File: src/rtl/qpu_exu_bjp_resolver_pkg.sv
// ============================================================================
// qpu_exu_bjp_resolver_pkg : branch op encodings and result-entry layout
// Revision: 1.0
// ============================================================================
`default_nettype none

package qpu_exu_bjp_resolver_pkg;

  localparam int DEFAULT_XLEN = 32;

  localparam logic [2:0] BJP_OP_EQ = 3'd0;
  localparam logic [2:0] BJP_OP_NE = 3'd1;
  localparam logic [2:0] BJP_OP_LT = 3'd2;
  localparam logic [2:0] BJP_OP_GE = 3'd3;
  localparam logic [2:0] BJP_OP_GT = 3'd4;
  localparam logic [2:0] BJP_OP_LE = 3'd5;

  // Entry layout: flags in the low bits, tag above them.
  localparam int ENT_ILL     = 0;
  localparam int ENT_RSLV    = 1;
  localparam int ENT_PRDT    = 2;
  localparam int ENT_TAG_LSB = 3;
  localparam int ENT_FLAGS_W = 3;

endpackage

`default_nettype wire

File: src/rtl/qpu_exu_bjp_resolver_fifo.sv
// ============================================================================
// qpu_bjp_res_fifo : generic DEPTH x W synchronous FIFO with flush
// Revision: 1.0
// ============================================================================
`default_nettype none

module qpu_bjp_res_fifo #(
  parameter int DEPTH = 2,
  parameter int W     = 8
) (
  input  logic         clk,
  input  logic         rst_n,
  input  logic         flush_i,
  input  logic         push_i,
  input  logic [W-1:0] wdata_i,
  input  logic         pop_i,
  output logic [W-1:0] rdata_o,
  output logic         full_o,
  output logic         empty_o
);

  localparam int PTR_W = (DEPTH > 1) ? $clog2(DEPTH) : 1;
  localparam int CNT_W = $clog2(DEPTH + 1);

  logic [W-1:0]     mem_q [DEPTH];
  logic [PTR_W-1:0] wr_ptr_q, wr_ptr_d;
  logic [PTR_W-1:0] rd_ptr_q, rd_ptr_d;
  logic [CNT_W-1:0] count_q, count_d;

  // Explicit wrap so non-power-of-two depths work.
  function automatic logic [PTR_W-1:0] ptr_inc(input logic [PTR_W-1:0] p);
    return (p == PTR_W'(DEPTH - 1)) ? '0 : p + PTR_W'(1);
  endfunction

  always_comb begin
    wr_ptr_d = wr_ptr_q;
    rd_ptr_d = rd_ptr_q;
    count_d  = count_q;
    if (flush_i) begin
      wr_ptr_d = '0;
      rd_ptr_d = '0;
      count_d  = '0;
    end else begin
      if (push_i) wr_ptr_d = ptr_inc(wr_ptr_q);
      if (pop_i)  rd_ptr_d = ptr_inc(rd_ptr_q);
      count_d = count_q + CNT_W'(push_i) - CNT_W'(pop_i);
    end
  end

  always_ff @(posedge clk) begin
    if (!rst_n) begin
      wr_ptr_q <= '0;
      rd_ptr_q <= '0;
      count_q  <= '0;
    end else begin
      wr_ptr_q <= wr_ptr_d;
      rd_ptr_q <= rd_ptr_d;
      count_q  <= count_d;
    end
  end

  always_ff @(posedge clk) begin
    if (push_i && !flush_i) mem_q[wr_ptr_q] <= wdata_i;
  end

  assign rdata_o = mem_q[rd_ptr_q];
  assign full_o  = (count_q == CNT_W'(DEPTH));
  assign empty_o = (count_q == '0);

endmodule

`default_nettype wire

File: src/rtl/qpu_exu_bjp_resolver.sv
// ============================================================================
// qpu_exu_bjp_resolver : branch compare + in-order result queue toward commit
// Optional: QPU_BJP_PERF_CNT_EN adds saturating branch/mispredict counters.
// Revision: 1.0
// ============================================================================
`default_nettype none

module qpu_exu_bjp_resolver
  import qpu_exu_bjp_resolver_pkg::*;
#(
  parameter int XLEN  = DEFAULT_XLEN,
  parameter int DEPTH = 2,
  parameter int TAG_W = 4
`ifdef QPU_BJP_PERF_CNT_EN
  , parameter int CNT_W = 16
`endif
) (
  input  logic             clk,
  input  logic             rst_n,
  input  logic             bjp_i_valid,
  output logic             bjp_i_ready,
  input  logic [XLEN-1:0]  bjp_i_rs1,
  input  logic [XLEN-1:0]  bjp_i_rs2,
  input  logic [2:0]       bjp_i_op,
  input  logic             bjp_i_unsigned,
  input  logic             bjp_i_bprdt,
  input  logic [TAG_W-1:0] bjp_i_tag,
  input  logic             bjp_i_flush,
  output logic             bjp_o_valid,
  input  logic             bjp_o_ready,
  output logic             bjp_o_cmt_prdt,
  output logic             bjp_o_cmt_rslv,
  output logic             bjp_o_cmt_mispred,
  output logic [TAG_W-1:0] bjp_o_tag,
  output logic             bjp_o_illegal
`ifdef QPU_BJP_PERF_CNT_EN
  ,
  output logic [CNT_W-1:0] bjp_o_cnt_br,
  output logic [CNT_W-1:0] bjp_o_cnt_mis
`endif
);

  localparam int ENT_W = TAG_W + ENT_FLAGS_W;

  logic             w_eq, w_lt_s, w_lt_u, w_lt;
  logic             w_rslv, w_ill;
  logic             w_push, w_pop, w_pop_eff;
  logic             w_full, w_empty;
  logic [ENT_W-1:0] w_wdata, w_rdata, w_head;

  assign w_eq   = (bjp_i_rs1 == bjp_i_rs2);
  assign w_lt_s = ($signed(bjp_i_rs1) < $signed(bjp_i_rs2));
  assign w_lt_u = (bjp_i_rs1 < bjp_i_rs2);
  assign w_lt   = bjp_i_unsigned ? w_lt_u : w_lt_s;

  always_comb begin
    w_rslv = 1'b0;
    w_ill  = 1'b0;
    case (bjp_i_op)
      BJP_OP_EQ: w_rslv = w_eq;
      BJP_OP_NE: w_rslv = !w_eq;
      BJP_OP_LT: w_rslv = w_lt;
      BJP_OP_GE: w_rslv = !w_lt;
      BJP_OP_GT: w_rslv = !w_lt && !w_eq;
      BJP_OP_LE: w_rslv = w_lt || w_eq;
      default:   w_ill  = 1'b1;
    endcase
  end

  assign w_wdata   = {bjp_i_tag, bjp_i_bprdt, w_rslv, w_ill};
  assign bjp_i_ready = !w_full;
  assign w_push    = bjp_i_valid && !w_full && !bjp_i_flush;
  assign w_pop     = bjp_o_valid && bjp_o_ready;
  assign w_pop_eff = w_pop && !bjp_i_flush;

  qpu_bjp_res_fifo #(
    .DEPTH (DEPTH),
    .W     (ENT_W)
  ) u_fifo (
    .clk     (clk),
    .rst_n   (rst_n),
    .flush_i (bjp_i_flush),
    .push_i  (w_push),
    .wdata_i (w_wdata),
    .pop_i   (w_pop_eff),
    .rdata_o (w_rdata),
    .full_o  (w_full),
    .empty_o (w_empty)
  );

  // Masking keeps outputs at zero while empty, since storage is not reset.
  assign w_head            = w_rdata & {ENT_W{!w_empty}};
  assign bjp_o_valid       = !w_empty;
  assign bjp_o_cmt_prdt    = w_head[ENT_PRDT];
  assign bjp_o_cmt_rslv    = w_head[ENT_RSLV];
  assign bjp_o_cmt_mispred = w_head[ENT_PRDT] ^ w_head[ENT_RSLV];
  assign bjp_o_illegal     = w_head[ENT_ILL];
  assign bjp_o_tag         = w_head[ENT_TAG_LSB +: TAG_W];

`ifdef QPU_BJP_PERF_CNT_EN
  logic [CNT_W-1:0] cnt_br_q, cnt_mis_q;

  always_ff @(posedge clk) begin
    if (!rst_n) begin
      cnt_br_q  <= '0;
      cnt_mis_q <= '0;
    end else if (w_pop_eff) begin
      if (cnt_br_q != '1) cnt_br_q <= cnt_br_q + CNT_W'(1);
      if (bjp_o_cmt_mispred && (cnt_mis_q != '1)) cnt_mis_q <= cnt_mis_q + CNT_W'(1);
    end
  end

  assign bjp_o_cnt_br  = cnt_br_q;
  assign bjp_o_cnt_mis = cnt_mis_q;
`endif

endmodule

`default_nettype wire

File: config.mk
export PLATFORM = sky130hd
export DESIGN_NAME = qpu_exu_bjp_resolver
export DESIGN_NICKNAME = d
export VERILOG_FILES = /design/src/rtl/qpu_exu_bjp_resolver_pkg.sv /design/src/rtl/qpu_exu_bjp_resolver_fifo.sv /design/src/rtl/qpu_exu_bjp_resolver.sv
export SDC_FILE = /design/constraint.sdc
export NUM_CORES = 1
export LEC_CHECK = 0
export CAP_MARGIN = 25
export CORE_ASPECT_RATIO = 1.25
export CORE_MARGIN = 1
export CORE_UTILIZATION = 40
export DETAILED_ROUTE_END_ITERATION = 8
export GPL_TIMING_DRIVEN = 0
export PLACE_DENSITY = 0.77
export SYNTH_ARGS = -nofsm -noshare
export SYNTH_HDL_FRONTEND = slang
export SYNTH_SLANG_ARGS = --single-unit
File: constraint.sdc
create_clock -name clk -period 3.4 [get_ports clk]
set_clock_uncertainty 0.05 [all_clocks]
set_input_delay 0.51 -clock clk [delete_from_list [all_inputs] [get_ports clk]]
set_output_delay 0.51 -clock clk [all_outputs]
set_load 0.02 [all_outputs]
Yosys cells after proc, flatten, opt, wreduce, memory -nomap -nowiden
Memories as Yosys holds them, arrays and structs flattened. A register that Yosys moved wholly into a read port is not among the register bits.
Index checks and enable logic that the tools add are counted.
{ "totals": {"out_inout_bits": 10, "input_bits": 78, "memories": 1, "reg_bits": 4, "ram_bits": 14, "word_cells": 45} }
{ "op_classes": {"n_bitwise": 3, "n_eq_ne": 7, "order_cmp": 2, "reduce_logical": 16, "n_mux": 9, "addsub": 4} }
{ "mem_list": {"columns": ["memory", "depth", "width", "rd", "rd_clocked_by_memory_dff", "wr", "line_no", "rtl"], "rows": [
  ["u_fifo.mem_q", 2, 7, 1, 1, 1, "qpu_exu_bjp_resolver_fifo.sv:25", "logic [W-1:0] mem_q [DEPTH];"]
]} }
{ "op_table": {"columns": ["op", "count"], "rows": [
  ["$lt A32 B32 Y1", 2],
  ["$eq A32 B32 Y1", 1],
  ["$mux W1", 8],
  ["$and A7 B7 Y7", 1],
  ["$eq A3 B2 Y1 const B", 2],
  ["$eq A3 B3 Y1 const B", 2],
  ["$logic_and A1 B1 Y1", 6],
  ["$pmux W1 S6", 1],
  ["$reduce_or A6 Y1", 1],
  ["$logic_not A1 Y1", 5],
  ["$eq A3 B1 Y1 const B", 1],
  ["$logic_not A3 Y1", 1],
  ["$add A1 B1 Y1 const B", 2],
  ["$add A2 B1 Y2", 1],
  ["$eq A2 B2 Y1 const B", 1],
  ["$logic_not A2 Y1", 1],
  ["$reduce_or A2 Y1", 1],
  ["$sub A2 B1 Y2", 1],
  ["$logic_or A1 B1 Y1", 1],
  ["$not A1 Y1", 1],
  ["$xor A1 B1 Y1", 1]
]} }

Depth between registers and ports, before layout
{ "logic_depth": {"word_depth": 7, "ltp_mapped": 10, "mapped_depth_nobuf": 10} }

Cells and area by module
From an unflattened synthesis, not the netlist that was laid out.
{ "hier_totals": {"hier_cells": 188, "hier_area_um2": 1742.9} }
{ "modules_own_cells": {"columns": ["module", "seq_area_each_um2", "area_each_um2", "cells_each", "instances"], "rows": [
  ["qpu_exu_bjp_resolver", 0.0, 1011.0, 143, 1],
  ["qpu_bjp_res_fifo", 520.5, 732.0, 45, 1]
]} }

Worst setup path after synthesis
Ideal clock, no wire load.
{ "synth_timing": {"kind": "input to register", "from": "input bjp_i_rs2[17]", "to": "memory u_fifo.mem_q[0][1] (netlist name) (data pin)", "arrival_ns": 2.804, "required_time_ns": 3.072, "path_buffers": 0, "cell_stages": 9, "setup_ns": 0.278, "path_slack_ns": 0.268, "path_cell_list": "inv_1 -> ha_1 -> a21oi_2 -> o21ai_1 -> a221o_1 -> a2111o_1 -> or3_1 -> and4_1 -> or4_1"} }
{ "synth_via": {"elab_chain_len": 5, "elab_cells_between_ends": 9, "cone_classes": "order compare (2); eq/ne (1); mux (2); reduce/logical (4)"} }
{ "synth_rtl": {"columns": ["item", "line_no", "rtl"], "rows": [
  ["start, declared", "qpu_exu_bjp_resolver.sv:23", "input logic [XLEN-1:0] bjp_i_rs2,"],
  ["$lt A32 B32 Y1 (on tied branches)", "qpu_exu_bjp_resolver.sv:52, qpu_exu_bjp_resolver.sv:53", null],
  ["$mux W1", "qpu_exu_bjp_resolver.sv:54", "assign w_lt = bjp_i_unsigned ? w_lt_u : w_lt_s;"],
  ["$logic_not A1 Y1", "qpu_exu_bjp_resolver.sv:63, qpu_exu_bjp_resolver.sv:64", null],
  ["$logic_and A1 B1 Y1", "qpu_exu_bjp_resolver.sv:64", "BJP_OP_GT: w_rslv = !w_lt && !w_eq;"],
  ["$pmux W1 S6 (*)", "qpu_exu_bjp_resolver.sv:59", "case (bjp_i_op)"],
  ["net w_rslv", "qpu_exu_bjp_resolver.sv:46", "logic w_rslv, w_ill;"],
  ["end, declared", "qpu_exu_bjp_resolver_fifo.sv:25", null]
]} }
Mark *: on every way through the listed nets, which the timed path passes. The rest lies on a longest branch.

Worst setup path in the final report
{ "layout_timing": {"from": "input bjp_i_rs2[20]", "to": "memory u_fifo.mem_q[1][1] (netlist name) (data pin)"} }
The elaborated chain is that of the path after synthesis.

==> flow_metrics.env <==
export IMPL_port_buffers=87
export IMPL_grt_pass1_vias=1490
export IMPL_synthFlopType="edfxtp_1"
export IMPL_drc=0
export IMPL_syn_area_per_cell_um2=9.11
export IMPL_rsz0062_at_grt="no"
export IMPL_gp_congestion=0.760
export IMPL_ys_seq_area_frac=0.306
export IMPL_cts_tree="done"
export IMPL_vias=1571
export IMPL_hold_viol_final=0
export IMPL_io_pins=88
export IMPL_clock_sinks=19
export IMPL_period_share=0.967
export IMPL_die_area_um2=4520
export IMPL_use_met2=0.314
export IMPL_status="finished clean"
export IMPL_wl_um=3480
export IMPL_critPathLaunchType="input port"
export IMPL_track_usage=0.161
export IMPL_grtUsageMet3=0.0361
export IMPL_p_per_area_nw_per_um2=230
export IMPL_htreeDepth=1
export IMPL_cts_max_path_buffers=2
export IMPL_worstSetupPathType="in2reg"
export IMPL_reg2reg_from="u_fifo.count_q[1]"
export IMPL_postSynthNetCount=299
export IMPL_final_core_util=0.669
export IMPL_hold_buffers=0
export IMPL_hold_start="u_fifo.rd_ptr_q"
export IMPL_cts_root_buffer="clkbuf_8"
export IMPL_maxCapViolations=0
export IMPL_end_kind="flop"
export IMPL_worst_r2r_path_depth=10
export IMPL_max_freq_mhz=304
export IMPL_min_path_cells=2
export IMPL_ys_ff_latch=19
export IMPL_die_x_um=60.4
export IMPL_vias_per_cell=4.69
export IMPL_crit_required_ps=3330
export IMPL_area_growth_pct=61.1
export IMPL_num_antenna_cells=0
export IMPL_fin_crit_ps=3290
export IMPL_whs_endpoint="u_fifo.rd_ptr_q"
export IMPL_ys_warn_count=0
export IMPL_worst_r2r_setup_slack_ps=1390
export IMPL_cts_buffers=3
export IMPL_die_y_um=75.0
export IMPL_drive_gt1_frac=0.0645
export IMPL_antenna_left=0
export IMPL_grt_pass1_wl_um=5660
export IMPL_slew_viol_final=0
export IMPL_detail_route_wl_per_cell_um=10.4
export IMPL_holdCritPathClass="reg2reg"
export IMPL_crit_fanout=3
export IMPL_clkTransAtPathRegs_ps=60
export IMPL_slew_headroom=0.604
export IMPL_placementRows=26
export IMPL_async_flop_share=0
export IMPL_grt_max_degree=12
export IMPL_tns_ps=0
export IMPL_syn_inst=187
export IMPL_dr_pass1_iters=4
export IMPL_first_iter_violations=35
export IMPL_use_met1=0.168
export IMPL_cp_arrival_ps=3220
export IMPL_regToRegEndpoint="u_fifo.count_q[1]"
export IMPL_final_nets=392
export IMPL_tightestPinTransition_ps=592
export IMPL_core_area_um2=4100
export IMPL_syn_area_um2=1700
export IMPL_dpl_hpwl_um=3090
export IMPL_synth_edf_count=14
export IMPL_initial_core_util=0.415
export IMPL_ys_types=38
export IMPL_peakVddDrop_mv=0.127
export IMPL_antenna_found_initial=0
export IMPL_insertion_delay_ps=240
export IMPL_setup_violations=0
export IMPL_power_leakage_nw=1.24
export IMPL_gr_total_overflow=0
export IMPL_busiest_layer="met2"
-- Yosys cell counts (all sizes together), types with 2 or more instances --
master / n / area (µm²)
dfxtp: 5 / 100
nand2b: 3 / 18.8
or3: 2 / 13.8
ha: 34 / 425
o21ai: 3 / 15.0
inv: 37 / 139
mux2i: 8 / 80.1
nand3: 6 / 30.0
a21oi: 13 / 76.3
xor2: 4 / 35.0
a21o: 5 / 38.8
and4: 4 / 36.3
nand2: 5 / 18.8
xnor2: 2 / 17.5
nor3: 3 / 15.0
edfxtp: 14 / 420
nand4: 5 / 31.3
nor2: 19 / 71.3
-- worst max path at each step --
stage                        from                 end  cells past startpoint
global placement    bjp_i_rs2[17]  u_fifo.mem_q[1][1]                     10
finish              bjp_i_rs2[20]  u_fifo.mem_q[1][1]                      9
global route        bjp_i_rs2[20]  u_fifo.mem_q[1][1]                      9
floorplan           bjp_i_rs2[17]  u_fifo.mem_q[0][1]                      9
CTS                 bjp_i_rs2[22]  u_fifo.mem_q[1][1]                      9
detailed placement  bjp_i_rs2[17]  u_fifo.mem_q[0][1]                     10
-- per-layer routing --
metal	vias to the layer above	wire length, µm
li1	834	-
met1	676	1320
met2	59	1870
met3	2	277
met4	0	14
met5	-	0
-- stage by stage --
stage                     instances  setup slack (ps)  hold WS [ps]  area (µm²)  total power, mW
after floorplan                 187               268           422        1700            0.362
after detailed placement        330              -319           438        2640            0.481
after global placement          330              -303           434        2640            0.476
after global routing            335              15.0           472        2740            0.676
after CTS                       334              2.38           457        2720            0.633
final                           335               114           450        2740            0.632
-- worst max-delay path, cell delays in order --
cell	delay, ps
clkdlybuf4s50_1	460
inv_1	40
ha_1	250
and4_1	210
a221o_1	340
a2111o_1	450
or3_1	370
and4_1	180
or4_4	410
-- power breakdown --
group / internal (mW) / switching, mW / total, mW
combinational: 0.143 / 0.0847 / 0.228
clock: 0.0811 / 0.0647 / 0.146
sequential: 0.257 / 0.00189 / 0.259
-- layout by cell type (no fill, tap or decap), types with 4 or more instances in the layout --
master,instances
a21o_1,4
a21oi_1,9
a21oi_2,4
clkdlybuf4s50_1,87
dfxtp_1,5
edfxtp_1,14
ha_1,31
inv_1,37
mux2i_1,8
nand2_1,5
nand3_1,6
nand4_1,5
nor2_1,19
xor2_1,4
-- state kept, by name, indices dropped and copies added, names as in the netlist, named ones only --
| register | count |
|---|---|
| u_fifo.wr_ptr_q | 1 |
| u_fifo.rd_ptr_q | 1 |
| u_fifo.mem_q | 14 |
| u_fifo.count_q | 2 |
-- kinds of logic after synthesis --
kind of cell             count (synthesis)  share of synthesized area
XOR/XNOR                                 6                     0.0309
flip-flops                              19                      0.306
adder cells (fa/ha/maj)                 34                      0.250
multiplexers                             8                     0.0470
AO/OA/AOI/OAI                           28                      0.115
buffers and inverters                   38                     0.0838
AND/OR/NAND/NOR                         54                      0.168
-- cell type report --
class / instances / area [µm²]
plain buffers: 1 / 3.75
clock buffers: 3 / 41.3
clock inverters: 1 / 5.00
fillers: 373 / 1360
inverters: 37 / 139
multi-input cells: 130 / 1080
flip-flops and latches: 19 / 520
well taps: 56 / 70.1
repair buffers: 88 / 878
-- repair_timing --
| action | 4_1_cts | 5_1_grt |
|---|---|---|
| setup endpoints to repair | 2 | 2 |
| resized for setup | 2 | 3 |
| setup buffers | 0 | 1 |
| pin swaps | 2 | 6 |
Note: power is estimated with default switching activity, not from simulation.
